$ cat src/rtl/rv32_execute.sv
// RV32 execute stage: ALU, single-cycle RV32M multiply and an iterative radix-2 divider
// that stalls upstream. Results and memory-stage control are registered on the output.
//
// state | meaning
// IDLE  | accept ALU/MUL ops each cycle; a divide op latches operands and starts the engine
// RUN   | one quotient bit per cycle for 32 cycles, upstream held via stall_out
// DONE  | sign fixup applied, result registered with the held control fields
module rv32_execute #(
  parameter bit DIV_ENABLE = 1'b1
) (
  input  logic        clk,
  input  logic        reset_n,
  input  logic        valid_in,
  input  logic        flush_in,
  input  logic [4:0]  op_in,
  input  logic [31:0] src1_in,
  input  logic [31:0] src2_in,
  input  logic [31:0] rs2_value_in,
  input  logic [31:0] branch_pc_in,
  input  logic        read_en_in,
  input  logic        write_en_in,
  input  logic [1:0]  branch_op_in,
  input  logic [4:0]  rd_in,
  input  logic        rd_writeback_in,
  output logic        stall_out,
  output logic [31:0] result_out,
  output logic [31:0] rs2_value_out,
  output logic [31:0] branch_pc_out,
  output logic        read_en_out,
  output logic        write_en_out,
  output logic        rd_writeback_out,
  output logic [1:0]  branch_op_out,
  output logic [4:0]  rd_out
);

  typedef enum logic [1:0] {IDLE, RUN, DONE} state_t;

  state_t      state_q;
  logic [31:0] result_q, rs2_value_q, branch_pc_q;
  logic        read_en_q, write_en_q, rd_writeback_q;
  logic [1:0]  branch_op_q;
  logic [4:0]  rd_q;

  logic [31:0] quo_q, rem_q, dvs_q;
  logic [4:0]  cnt_q;
  logic        neg_quo_q, neg_rem_q;

  logic        is_div;
  logic [63:0] mul_a, mul_b, mul_p;
  logic [31:0] alu_res, div_res, quo_fix, rem_fix, res_d;
  logic [32:0] rem_shift, diff;
  logic        ge;
  logic [31:0] quo_d, rem_d;
  logic        accept_d;

  assign is_div = DIV_ENABLE && (op_in[4:2] == 3'b101);

  // One 64-bit multiplier; operand extension selects signed/unsigned variants.
  always_comb begin
    mul_a = {{32{(op_in[1:0] != 2'b11) & src1_in[31]}}, src1_in};
    mul_b = {{32{(op_in[1:0] == 2'b01) & src2_in[31]}}, src2_in};
    mul_p = mul_a * mul_b;
  end

  always_comb begin
    alu_res = 32'd0;
    case (op_in)
      5'd0:  alu_res = src1_in + src2_in;
      5'd1:  alu_res = src1_in - src2_in;
      5'd2:  alu_res = src1_in << src2_in[4:0];
      5'd3:  alu_res = {31'd0, $signed(src1_in) < $signed(src2_in)};
      5'd4:  alu_res = {31'd0, src1_in < src2_in};
      5'd5:  alu_res = src1_in ^ src2_in;
      5'd6:  alu_res = src1_in >> src2_in[4:0];
      5'd7:  alu_res = $unsigned($signed(src1_in) >>> src2_in[4:0]);
      5'd8:  alu_res = src1_in | src2_in;
      5'd9:  alu_res = src1_in & src2_in;
      5'd16: alu_res = mul_p[31:0];
      5'd17, 5'd18, 5'd19: alu_res = mul_p[63:32];
      default: alu_res = 32'd0;
    endcase
  end

  // Restoring division step: remainder fits 32 bits since it stays below the divisor,
  // and with a zero divisor it only ever holds already-shifted dividend bits.
  always_comb begin
    rem_shift = {rem_q, quo_q[31]};
    diff      = rem_shift - {1'b0, dvs_q};
    ge        = ~diff[32];
    rem_d     = ge ? diff[31:0] : rem_shift[31:0];
    quo_d     = {quo_q[30:0], ge};
  end

  // Divide-by-zero keeps the all-ones quotient regardless of dividend sign.
  always_comb begin
    quo_fix = (neg_quo_q && (dvs_q != 32'd0)) ? (32'd0 - quo_q) : quo_q;
    rem_fix = neg_rem_q ? (32'd0 - rem_q) : rem_q;
    div_res = op_in[1] ? rem_fix : quo_fix;
  end

  always_comb begin
    stall_out = reset_n && !flush_in &&
                (((state_q == IDLE) && valid_in && is_div) || (state_q == RUN));
    accept_d  = !flush_in && valid_in &&
                (((state_q == IDLE) && !is_div) || (state_q == DONE));
    res_d     = (state_q == DONE) ? div_res : alu_res;
  end

  always_ff @(posedge clk or negedge reset_n) begin
    if (!reset_n) begin
      state_q        <= IDLE;
      result_q       <= '0;
      rs2_value_q    <= '0;
      branch_pc_q    <= '0;
      read_en_q      <= 1'b0;
      write_en_q     <= 1'b0;
      rd_writeback_q <= 1'b0;
      branch_op_q    <= '0;
      rd_q           <= '0;
      quo_q          <= '0;
      rem_q          <= '0;
      dvs_q          <= '0;
      cnt_q          <= '0;
      neg_quo_q      <= 1'b0;
      neg_rem_q      <= 1'b0;
    end else begin
      if (accept_d) begin
        result_q       <= res_d;
        rs2_value_q    <= rs2_value_in;
        branch_pc_q    <= branch_pc_in;
        read_en_q      <= read_en_in;
        write_en_q     <= write_en_in;
        rd_writeback_q <= rd_writeback_in;
        branch_op_q    <= branch_op_in;
        rd_q           <= rd_in;
      end else begin
        result_q       <= '0;
        rs2_value_q    <= '0;
        branch_pc_q    <= '0;
        read_en_q      <= 1'b0;
        write_en_q     <= 1'b0;
        rd_writeback_q <= 1'b0;
        branch_op_q    <= '0;
        rd_q           <= '0;
      end

      if (flush_in) begin
        state_q <= IDLE;
      end else begin
        case (state_q)
          IDLE: begin
            if (valid_in && is_div) begin
              quo_q     <= (!op_in[0] && src1_in[31]) ? (32'd0 - src1_in) : src1_in;
              dvs_q     <= (!op_in[0] && src2_in[31]) ? (32'd0 - src2_in) : src2_in;
              neg_quo_q <= !op_in[0] && (src1_in[31] ^ src2_in[31]);
              neg_rem_q <= !op_in[0] && src1_in[31];
              rem_q     <= '0;
              cnt_q     <= '0;
              state_q   <= RUN;
            end
          end
          RUN: begin
            quo_q <= quo_d;
            rem_q <= rem_d;
            cnt_q <= cnt_q + 5'd1;
            if (cnt_q == 5'd31) state_q <= DONE;
          end
          DONE:    state_q <= IDLE;
          default: state_q <= IDLE;
        endcase
      end
    end
  end

  assign result_out       = result_q;
  assign rs2_value_out    = rs2_value_q;
  assign branch_pc_out    = branch_pc_q;
  assign read_en_out      = read_en_q;
  assign write_en_out     = write_en_q;
  assign rd_writeback_out = rd_writeback_q;
  assign branch_op_out    = branch_op_q;
  assign rd_out           = rd_q;

endmodule

$ cat config.mk
export PLATFORM = sky130hd
export DESIGN_NAME = rv32_execute
export DESIGN_NICKNAME = d
export VERILOG_FILES = /design/src/rtl/rv32_execute.sv
export SDC_FILE = /design/constraint.sdc
export NUM_CORES = 2
export LEC_CHECK = 0
export BUFFER_PORTS_ARGS = -buffer_cell sky130_fd_sc_hd__buf_2
export CAP_MARGIN = 20
export CORE_MARGIN = 2
export CORE_UTILIZATION = 45
export CTS_BUF_LIST = sky130_fd_sc_hd__clkbuf_4 sky130_fd_sc_hd__clkbuf_8
export DETAILED_ROUTE_END_ITERATION = 8
export SYNTH_ARGS = -nofsm -noshare
export SYNTH_HDL_FRONTEND = slang
export SYNTH_SLANG_ARGS = --single-unit
$ cat constraint.sdc
create_clock -name clk -period 4.9 [get_ports clk]
set_input_delay 0.735 -clock clk [delete_from_list [all_inputs] [get_ports clk]]
set_output_delay 0.735 -clock clk [all_outputs]
set_load 0.03 [all_outputs]
==> results by group <==
Status
  • Status: finished with violations
  • Failing checks: negative setup slack

Critical path
  • RR Startpoint: quo_q[31]
  • Crit. End Element: register
  • WP data required: 5380 ps
  • Worst-path fanout max: 7
  • Crit path to: result_out[22]
  • CP arrival: 8290 ps
  • Worst r2r dst: rem_q[1]
  • Crit-path max cell delay: 670 ps
  • Kind of critical path: in -> reg
  • Slowest cell on crit path: fa_2
  • Critical Path Source: op_in[1]
  • Reg2reg path depth: 18
  • Crit start category: primary input
  • Reg-to-reg setup timing slack: 420 ps
  • Crit-path most repeated cell: fa_1

Finish
  • Storage cell area: 5280 um^2
  • Filler Cell Count: 11632
  • Nets: 9520
  • Cell area after layout: 72600 um^2
  • Multi-input gate area: 47100 um^2
  • Share of cells above drive strength 1: 22.5%
  • Area Overhead vs Synth: 26.3%

STA
  • Tmin final: 7810 ps
  • FMAX: 128 MHz
  • Period utilisation layout: 159%
  • Slew @ Worst Pin: 1160 ps
  • Slew Limit Fails: 0
  • Fin worst setup slack: -2910 ps
  • Final setup fails: 32
  • Slew HR: 22.7%
  • Final hold vios: 0
  • Skew final: 51.9 ps
  • Unrepaired setup endpoints after global routing: yes

Synthesis
  • Async SR Flop Fraction: 100%
  • Ys flop type: dfrtp_1
  • Syn Nets: 8526
  • Synth unique cells: 88
  • Synth warn: 0
  • Post-Synthesis Cells: 6904
  • Mean post-synth cell area: 8.32 um^2
  • Cell Area, Synth: 57500 um^2
  • Sequential-to-total area share from yosys stat: 9.19%
  • Flops & latches, synth: 211
  • Number of synthesized flops with an enable pin: 0

Floorplanning
  • Io pins: 254
  • Die height: 361 um
  • Initial Util: 45.2%
  • Die area: 131000 um^2
  • Die width: 361 um
  • Core area: 127000 um^2
  • Site Rows: 131

Worst hold path
  • Worst Hold Class: in -> async

Drt
  • First-pass iteration count of the detailed router: 6
  • DRC viols: 0
  • Avg WL per Cell: 26.8 um
  • Initial DRC count: 5544
  • Vias: 54099
  • ANT nets after route: 0
  • Final wirelength: 257000 um
  • Vias per std cell: 5.64

GRT
  • GRT Overall Usage: 39.2%
  • Vias in the first global route: 55323
  • GR Overflow Total: 0
  • Antenna violations before repair: 16
  • Largest net degree at the start of global routing: 111
  • First-pass GRT wire length: 374000 um

Placement
  • IO Port Bufs: 253
  • Final GP Congestion: 1.10
  • DP HPWL: 216000 um
  • Placed inst area: 68500 um^2

Job
  • MaxCap Viol Count: 0

Clock tree
  • Clk Latency, worst-skew pair: 620 ps
  • Worst-path clk slew: 60 ps
  • Clk root buf: clkbuf_8
  • H-tree levels: 2
  • Worst-case clock buffer depth: 3
  • CTS tree: built
  • TritonCTS Sinks: 211
  • Number of CTS-inserted buffers: 41
[stage by stage]
stage	worst slack, ps	util, %	cells	setup TNS (ps)	hold slack, ps
finish	-2910	57.1	9597	-87690	192
detailed placement	-4250	53.9	9428	-120160	467
CTS	-2810	56.4	9566	-83500	215
floorplan	-3390	-	6904	-94260	439
global route	-3160	57.0	9591	-93990	248
global placement	-4160	53.9	9428	-118230	458
[worst max-delay path: cells and delay by family]
family | cells | cell delay (ps)
fa+ha+maj | 9 | 4420
simple gates | 6 | 790
buf+inv | 7 | 720
compound gates | 7 | 1410
xor+xnor | 1 | 170
[routing by layer]
metal  routed length, um  global-route usage [%]
met1              102000                    52.0
met5                  83                       0
met3               25900                    9.18
met4               16400                    20.3
met2              112000                    60.0
[sequential cells by signal, indices dropped and copies added, names as in the netlist]
| signal | flops |
|---|---|
| branch_pc_out | 32 |
| dvs_q | 32 |
| quo_q | 32 |
| rem_q | 32 |
| result_out | 32 |
| rs2_value_out | 32 |
| cnt_q | 5 |
| rd_out | 5 |
| branch_op_out | 2 |
| state_q | 2 |
| neg_quo_q | 1 |
| neg_rem_q | 1 |
| rd_writeback_out | 1 |
| read_en_out | 1 |
| write_en_out | 1 |
[timing repair]
action,CTS,global route
resized for setup,349,149
buffers inserted,74,26
pin swaps,131,117
hold buffers,0,0
endpoints found under the setup margin,32,32
cloned,8,3
[cells in the final DEF, fill, tap and decap left out, drive strengths merged, types with 22 or more instances in the layout]
master / instances
a21o: 56
nand2: 1016
buf: 1370
and3: 32
mux2i: 114
o21bai: 26
nand3: 47
o221ai: 22
ha: 347
a22oi: 24
a31oi: 39
xnor2: 165
fa: 1128
a21oi: 289
nor4: 25
a221oi: 30
nor2: 570
o21ai: 327
a211oi: 37
xor2: 57
inv: 1356
and2: 94
clkbuf: 60
dfrtp: 211
o22ai: 38
o211ai: 28
o31ai: 35
nand2b: 39
nor3: 53
[cells by family after synthesis]
logic type	count (synthesis)	synth area share (%)
AO/OA/AOI/OAI	1096	12.1
XOR/XNOR	222	3.42
adder cells (fa/ha/maj)	1475	46.9
buffers and inverters	1805	11.8
flip-flops	211	9.19
multiplexers	117	2.06
AND/OR/NAND/NOR	1978	14.6
[Yosys cell counts (38+ instances only)]
library cell / count / area share, %
o22ai_1: 38 / 0.41
nand2b_1: 39 / 0.42
a31oi_1: 39 / 0.42
mux2i_1: 114 / 2.0
nor3_1: 52 / 0.45
nand3_1: 47 / 0.41
xnor2_1: 165 / 2.5
a21o_1: 56 / 0.73
inv_1: 1360 / 8.9
buf_1: 81 / 0.53
o21ai_0: 296 / 2.6
clkbuf_1: 343 / 2.2
dfrtp_1: 211 / 9.2
ha_1: 347 / 7.6
xor2_1: 56 / 0.85
a21oi_1: 288 / 2.5
nor2_1: 570 / 3.7
nand2_1: 1016 / 6.6
fa_1: 1128 / 39
and2_1: 93 / 1.0
[area by class of cell]
class	instances	area share, %
flip-flops and latches	211	7.28
multi-input cells	4888	64.9
inverters	1377	7.24
well taps	1662	2.87
repair buffers	1379	16.4
diodes	8	0.0276
clock inverters	16	0.353
clock buffers	56	0.984
[worst min path at each step]
stage                          from                end  slack, ps  depth (start not counted)
after floorplan             reset_n   branch_op_out[0]        440                          0
after global placement    neg_quo_q          neg_quo_q        460                          2
after detailed placement  neg_quo_q          neg_quo_q        470                          2
after CTS                   reset_n  branch_pc_out[21]        210                          1
after global routing        reset_n  branch_pc_out[21]        250                          1
final                       reset_n  branch_pc_out[21]        190                          1
Power is not shown: default switching activity piles up to over one toggle a cycle in this logic, so the estimate is an artifact.
